<file path="src/rtl/inport_buf.sv">
// Input-port stage of the 5-port router: flit FIFO, XY route computation, request/grant handshake.
// Optional INBUF_LOOKAHEAD_EN: route in IDLE and skip the RC state (head-to-req latency of one cycle).
module inport_buf #(
    parameter int          PORTID = 0,
    parameter int          DEPTH  = 4,
    parameter int          FLITW  = 34,
    parameter logic [3:0]  MYX    = 4'd0,
    parameter logic [3:0]  MYY    = 4'd0
) (
    input  logic             clk,
    input  logic             rst_,
    input  logic [FLITW-1:0] idata_i,
    input  logic             ivalid_i,
    output logic             iready_o,
    output logic [FLITW-1:0] odata_o,
    output logic             ovalid_o,
    output logic [2:0]       port_o,
    output logic             req_o,
    input  logic [4:0]       grt_i,
    output logic             err_o
);

    // state   | meaning
    // IDLE    | waiting for a head/single flit at the FIFO front; stray body/tail flits are dropped
    // RC      | route computation, port_o registered from the front head flit
    // ACTIVE  | req_o held for the whole packet, flits popped on grant until tail/single leaves

    localparam int AW = $clog2(DEPTH);
    localparam int CW = AW + 1;

    typedef enum logic [1:0] {
        S_IDLE   = 2'd0,
        S_RC     = 2'd1,
        S_ACTIVE = 2'd2
    } state_t;

    // PORTID only tags the instance; nothing depends on it.
    if (PORTID < 0) begin : g_portid_tag
    end

    logic [FLITW-1:0] r_mem [DEPTH];
    logic [AW-1:0]    r_wr_ptr;
    logic [AW-1:0]    r_rd_ptr;
    logic [CW-1:0]    r_count;

    state_t           r_state;
    logic [2:0]       r_port;
    logic             r_req;
    logic             r_err;

    logic [FLITW-1:0] w_front;
    logic             w_empty;
    logic             w_full;
    logic             w_push;
    logic             w_pop;
    logic             w_ovalid;
    logic             w_front_head;
    logic             w_front_last;
    logic [2:0]       w_route;

    function automatic logic [2:0] xy_route(input logic [3:0] dst_x, input logic [3:0] dst_y);
        logic [2:0] port;
        if (dst_x > MYX)      port = 3'd2;
        else if (dst_x < MYX) port = 3'd4;
        else if (dst_y > MYY) port = 3'd3;
        else if (dst_y < MYY) port = 3'd1;
        else                  port = 3'd0;
        return port;
    endfunction

    assign w_front      = r_mem[r_rd_ptr];
    assign w_empty      = (r_count == '0);
    assign w_full       = (r_count == CW'(DEPTH));
    assign w_push       = ivalid_i && !w_full;
    assign w_ovalid     = (r_state == S_ACTIVE) && !w_empty;
    // type 01 head / 11 single carry routing info; 10 tail / 11 single close a packet
    assign w_front_head = w_front[FLITW-2];
    assign w_front_last = w_front[FLITW-1];
    assign w_route      = xy_route(w_front[7:4], w_front[3:0]);

    always_comb begin
        w_pop = 1'b0;
        unique case (r_state)
            S_IDLE:   w_pop = !w_empty && !w_front_head;
            S_ACTIVE: w_pop = w_ovalid && grt_i[r_port];
            default:  w_pop = 1'b0;
        endcase
    end

    always_ff @(posedge clk) begin
        if (w_push) begin
            r_mem[r_wr_ptr] <= idata_i;
        end
    end

    always_ff @(posedge clk) begin
        if (!rst_) begin
            r_wr_ptr <= '0;
            r_rd_ptr <= '0;
            r_count  <= '0;
        end else begin
            if (w_push) begin
                r_wr_ptr <= r_wr_ptr + AW'(1);
            end
            if (w_pop) begin
                r_rd_ptr <= r_rd_ptr + AW'(1);
            end
            unique case ({w_push, w_pop})
                2'b10:   r_count <= r_count + CW'(1);
                2'b01:   r_count <= r_count - CW'(1);
                default: r_count <= r_count;
            endcase
        end
    end

    always_ff @(posedge clk) begin
        if (!rst_) begin
            r_state <= S_IDLE;
            r_port  <= 3'd0;
            r_req   <= 1'b0;
            r_err   <= 1'b0;
        end else begin
            r_err <= 1'b0;
            unique case (r_state)
                S_IDLE: begin
                    if (!w_empty) begin
                        if (w_front_head) begin
`ifdef INBUF_LOOKAHEAD_EN
                            r_port  <= w_route;
                            r_req   <= 1'b1;
                            r_state <= S_ACTIVE;
`else
                            r_state <= S_RC;
`endif
                        end else begin
                            r_err <= 1'b1;
                        end
                    end
                end
                S_RC: begin
                    r_port  <= w_route;
                    r_req   <= 1'b1;
                    r_state <= S_ACTIVE;
                end
                S_ACTIVE: begin
                    // req drops only after the closing flit leaves, so the next head re-arbitrates
                    if (w_pop && w_front_last) begin
                        r_req   <= 1'b0;
                        r_state <= S_IDLE;
                    end
                end
                default: begin
                    r_req   <= 1'b0;
                    r_state <= S_IDLE;
                end
            endcase
        end
    end

    assign iready_o = !w_full;
    assign odata_o  = w_front;
    assign ovalid_o = w_ovalid;
    assign port_o   = r_port;
    assign req_o    = r_req;
    assign err_o    = r_err;

endmodule

</file>
<file path="config.mk">
export PLATFORM = sky130hd
export DESIGN_NAME = inport_buf
export DESIGN_NICKNAME = d
export VERILOG_FILES = /design/src/rtl/inport_buf.sv
export SDC_FILE = /design/constraint.sdc
export NUM_CORES = 1
export LEC_CHECK = 0
export CORE_MARGIN = 2
export CORE_UTILIZATION = 49
export CTS_CLUSTER_DIAMETER = 80
export DETAILED_ROUTE_END_ITERATION = 8
export GPL_TIMING_DRIVEN = 0
export PLACE_DENSITY_LB_ADDON = 0.25
export SYNTH_ARGS = -nofsm -noshare
export SYNTH_HDL_FRONTEND = slang
export SYNTH_SLANG_ARGS = --single-unit
</file>
<file path="constraint.sdc">
create_clock -name clk -period 2.7 [get_ports clk]
set_input_delay 0.405 -clock clk [delete_from_list [all_inputs] [get_ports clk]]
set_output_delay 0.405 -clock clk [all_outputs]
set_load 0.01 [all_outputs]
</file>
* Yosys cells after proc, flatten, opt, wreduce, memory -nomap -nowiden
Memory sizes are Yosys's and may differ from the RTL's. A register that Yosys moved wholly into a read port is not among the register bits.
Cells that the tools add are included.
** Storage, ports and cells
- Register bits :: 14
- RAM bits :: 136
- Input port bits :: 42
- Output and inout bits :: 41
- Memories kept :: 1
** Cells by class
- $add $sub $neg :: 4
- $lt $le $gt $ge :: 5
- Eq/ne operators :: 8
- Mux-type cells :: 19
- Bitwise operators :: 2
- Reductions and logical operators :: 14
** Memories
- r_mem :: depth 4, width 34, read ports 1, clocked after Yosys merged registers in 1, wr ports 1, RTL line 41 : logic [FLITW-1:0] r_mem [DEPTH];
** Operator list (count)
- $mux 2 :: 6
- $gt 4x1->1 const B :: 2
- $lt 4x1->1 const B :: 2
- $mux 1 :: 6
- $mux 3 :: 2
- $pmux 2 s3 :: 1
- $pmux 3 s2 :: 1
- $logic_and 1x1->1 :: 5
- $add 2x1->2 const B :: 2
- $eq 2x1->1 const B :: 2
- $eq 2x2->1 const B :: 2
- $lt 3x4->1 const B :: 1
- $ne 2x2->1 const B :: 2
- $add 3x1->3 const B :: 1
- $bmux 1 s3 :: 1
- $eq 3x3->1 const B :: 1
- $logic_not 1->1 :: 3
- $logic_not 3->1 :: 1
- $pmux 1 s3 :: 1
- $reduce_and 3->1 :: 1
- $reduce_or 3->1 :: 1
- $sub 3x1->3 const B :: 1
- $logic_not 2->1 :: 1
- $ne 2x1->1 const B :: 1
- other kinds (4) :: 5

* Depth between registers and ports, before layout
- Depth in word-level cells :: 8
- Gate-level depth with buffers :: 10

* Least setup slack after synthesis
No wires, ideal clock.
- Path kind :: register to register
- Start point :: reg (tool-made name)
- End point :: reg r_count[2]
- Setup time :: 0.076 ns
- Arrival time :: 2.617 ns
- Required time :: 2.624 ns
- Path slack :: 0.007 ns
- Cell stages (with the launch flop) :: 11
- Buffers on the path :: 1
- Clock period less this slack :: 2.693 ns
- Cell sequence :: dfxtp_1 buf_6 mux4_2 nor2b_1 nor4_4 ha_1 inv_1 fa_1 xor2_1 or3_1 a21boi_0
** RTL lines
- end signal: assignment :: RTL line 109 : 2'b10: r_count <= r_count + CW'(1);
- end signal: assignment :: RTL line 110 : 2'b01: r_count <= r_count - CW'(1);
- end signal: assignment :: RTL line 111 : default: r_count <= r_count;
- end: declaration :: RTL line 44 : logic [CW-1:0] r_count;

==> metrics <==
placed cell count 486; clk_lat worst skew 410 ps; period utilization 97.53%; hold_sp r_rd_ptr[1]; Synth Area in XOR/XNOR less than 1%; Total Wirelength 10,050 um; via/cell ratio between 5 and 6; PortBufs 80; Inserted Diodes 0; Synth Instances 259; number of synthesis warnings 0; H-Tree Depth 4; nets approximately 410; # setup viols final 0; via count 2,813; DRT iter0 DRCs ~130; io pins a little over 80; crit path kind register to output pin; most common cell in the netlist edfxtp_1; Clock Sinks 151; crit start category register; largest family of logic cells by synthesized area multiplexers; Top FF cell, synth edfxtp_1; simple logic cell fraction of the synthesized area under 10%; gr ovfl total 0; Final Hold Fails 0; post-synthesis adder-cell area fraction around 1.4%; Pre-antenna DRT Iters 6; layout cells sized above 1 a little over a fifth; synth top area cells edfxtp_1 71%, mux4_2 10%, dfxtp_1 5.2%; power density cells slightly below 1000 mW/mm^2; Post-Syn Area about 0.0057 mm^2; Area Overhead vs Synth 30.07%; HP Class register to register; Post-synth EDFFs 136; fillers slightly below 800; final antenna-violating net count 0; sequential share of the synthesized area 76.29%; initial antenna violation count 0; die area 0.01261 mm^2; Syn Nets 307; number of global-route vias before repair 2,980; VDD IR max between 0.6 and 0.7 mV; RSZ-0062 raised after global routing true; fmax about 380 MHz; total CTS buffers 17; post-layout minimum cycle time around 2600 ps; post-synthesis mux area share between 15 and 20%; WL per Instance 19.29 um; Final Max Tran Viols 0; row count 39; Root Driver clkbuf_16; Worst R2R Path Depth 10; first-pass GRT wire length around 16,000 um; floorplan die height 112.3 um; status complete, no violations; share of the synthesized area in the top cell type 71.06%; Initial Util 50.33%; Core ar. 0.01142 mm^2; Worst EP arrival about 2200 ps; post-place setup slack -181.3 ps; Clock Skew 3.220 ps; setup ws final ~67 ps; largest net degree at the start of global routing 35; R2R Setup Slk 160 ps; Leakage Power approximately 2.5 nW; TritonCTS clock tree done; CP Capture Type output pin; Cell variety after synth 36; die width 112.3 um; synthesized area per cell 22.19 um^2; Cell Count, Final, Fillers Out 521; reg2reg end r_count[2]; flops & latches, synth 151; drc violations 0; CP required 2300 ps; MaxCap Viol Count 0; CTS clock-pin slew for the worst setup and hold paths 60 ps; Worst Hold Path Cells 2; most frequent cells after synthesis 136 x edfxtp_1, 26 x mux4_2, 15 x dfxtp_1; DPL Wire Length 6020 um; post-synth top area cell edfxtp_1; Worst Path Max Fanout 10; RD Place Congestion 0.7276; clk buf depth 2; cts hold-fix bufs 0; Compound-Gate Fraction of Synth Area 1.023%; total track usage 17.14%; Async SR Flop Fraction 0%
how the worst max path moves through the flow:
stage	to	slack [ps]	depth (start not counted)
4_1_cts	odata_o[27]	10	5
5_1_grt	odata_o[21]	-30	5
3_5_place_dp	r_count[2]	-180	10
3_3_place_gp	odata_o[14]	-160	5
6_report	odata_o[19]	70	5
2_1_floorplan	r_count[2]	7	10
cells in the final DEF (no fill, tap or decap), types with 5 or more instances in the layout:
cell type        count
edfxtp_1           136
clkdlybuf4s50_1     79
mux4_2              26
clkbuf_16           17
dfxtp_1             14
mux4_1               9
buf_4                9
nand2_1              7
inv_1                6
and2_1               6
buf_12               5
o21ai_0              5
clkinv_1             5
worst max-delay path: stages (launching register included):
cell and delay, ps:
dfxtp_1 320, buf_6 120, buf_12 140, buf_6 190, mux4_2 540, clkdlybuf4s50_1 500
power breakdown:
part           internal, W  total [W]  switching [W]
logic              0.00109    0.00192       0.000830
clock network      0.00152    0.00234       0.000828
registers          0.00285    0.00295       0.000101
metrics by stage:
step	utilization (%)	cell area (um^2)	total power [W]	setup TNS, ps	hold WS (ps)
CTS	65.44	7472	0.007304	0	478.3
global placement	58.91	6726	0.004777	-22650	460.4
global route	65.46	7475	0.007533	-255.0	513.8
floorplan	-	5747	0.004016	0	445.1
detailed placement	59.65	6812	0.004848	-3361	478.7
finish	65.46	7475	0.007213	0	469.2
metal layers:
layer	part of all wire (%)	vias to the layer above	global-route usage, %
li1	-	1283	-
met1	41	1433	21.25
met2	51	85	27.95
met3	6.3	12	6.317
met4	1.4	0	6.341
met5	0	-	0
sequential cells by signal (all words and copies together) (netlist names), named ones only:
register	count
req_o	1
r_count	3
r_wr_ptr	2
r_mem	136
r_rd_ptr	2
port_o	2
err_o	1
r_state	2
cell type report:
type	count	area, um^2	share of cell area, %
tap	143	178.9	2.394
timing repair buffer	89	920.9	12.32
buffer	9	87.58	1.172
inverter	6	22.52	0.3013
clock inverter	13	161.4	2.159
sequential	151	4385	58.67
clock buffer	18	429.2	5.742
multi-input combinational	92	1289	17.24
what timing repair did:
item                       4_1_cts  5_1_grt
pin swaps                        2        1
buffers inserted                 5        0
resized for setup               15        1
setup endpoints to repair       25       15
cells by family (layout without fill, tap and decap cells):
family	Yosys count	count (layout)
compound gates	10	10
xor+xnor	3	3
fa+ha+maj	6	6
buf+inv	16	135
flops	151	151
mux	39	39
other cells	1	1
simple gates	33	33
Power figures use the tool's default switching activity.
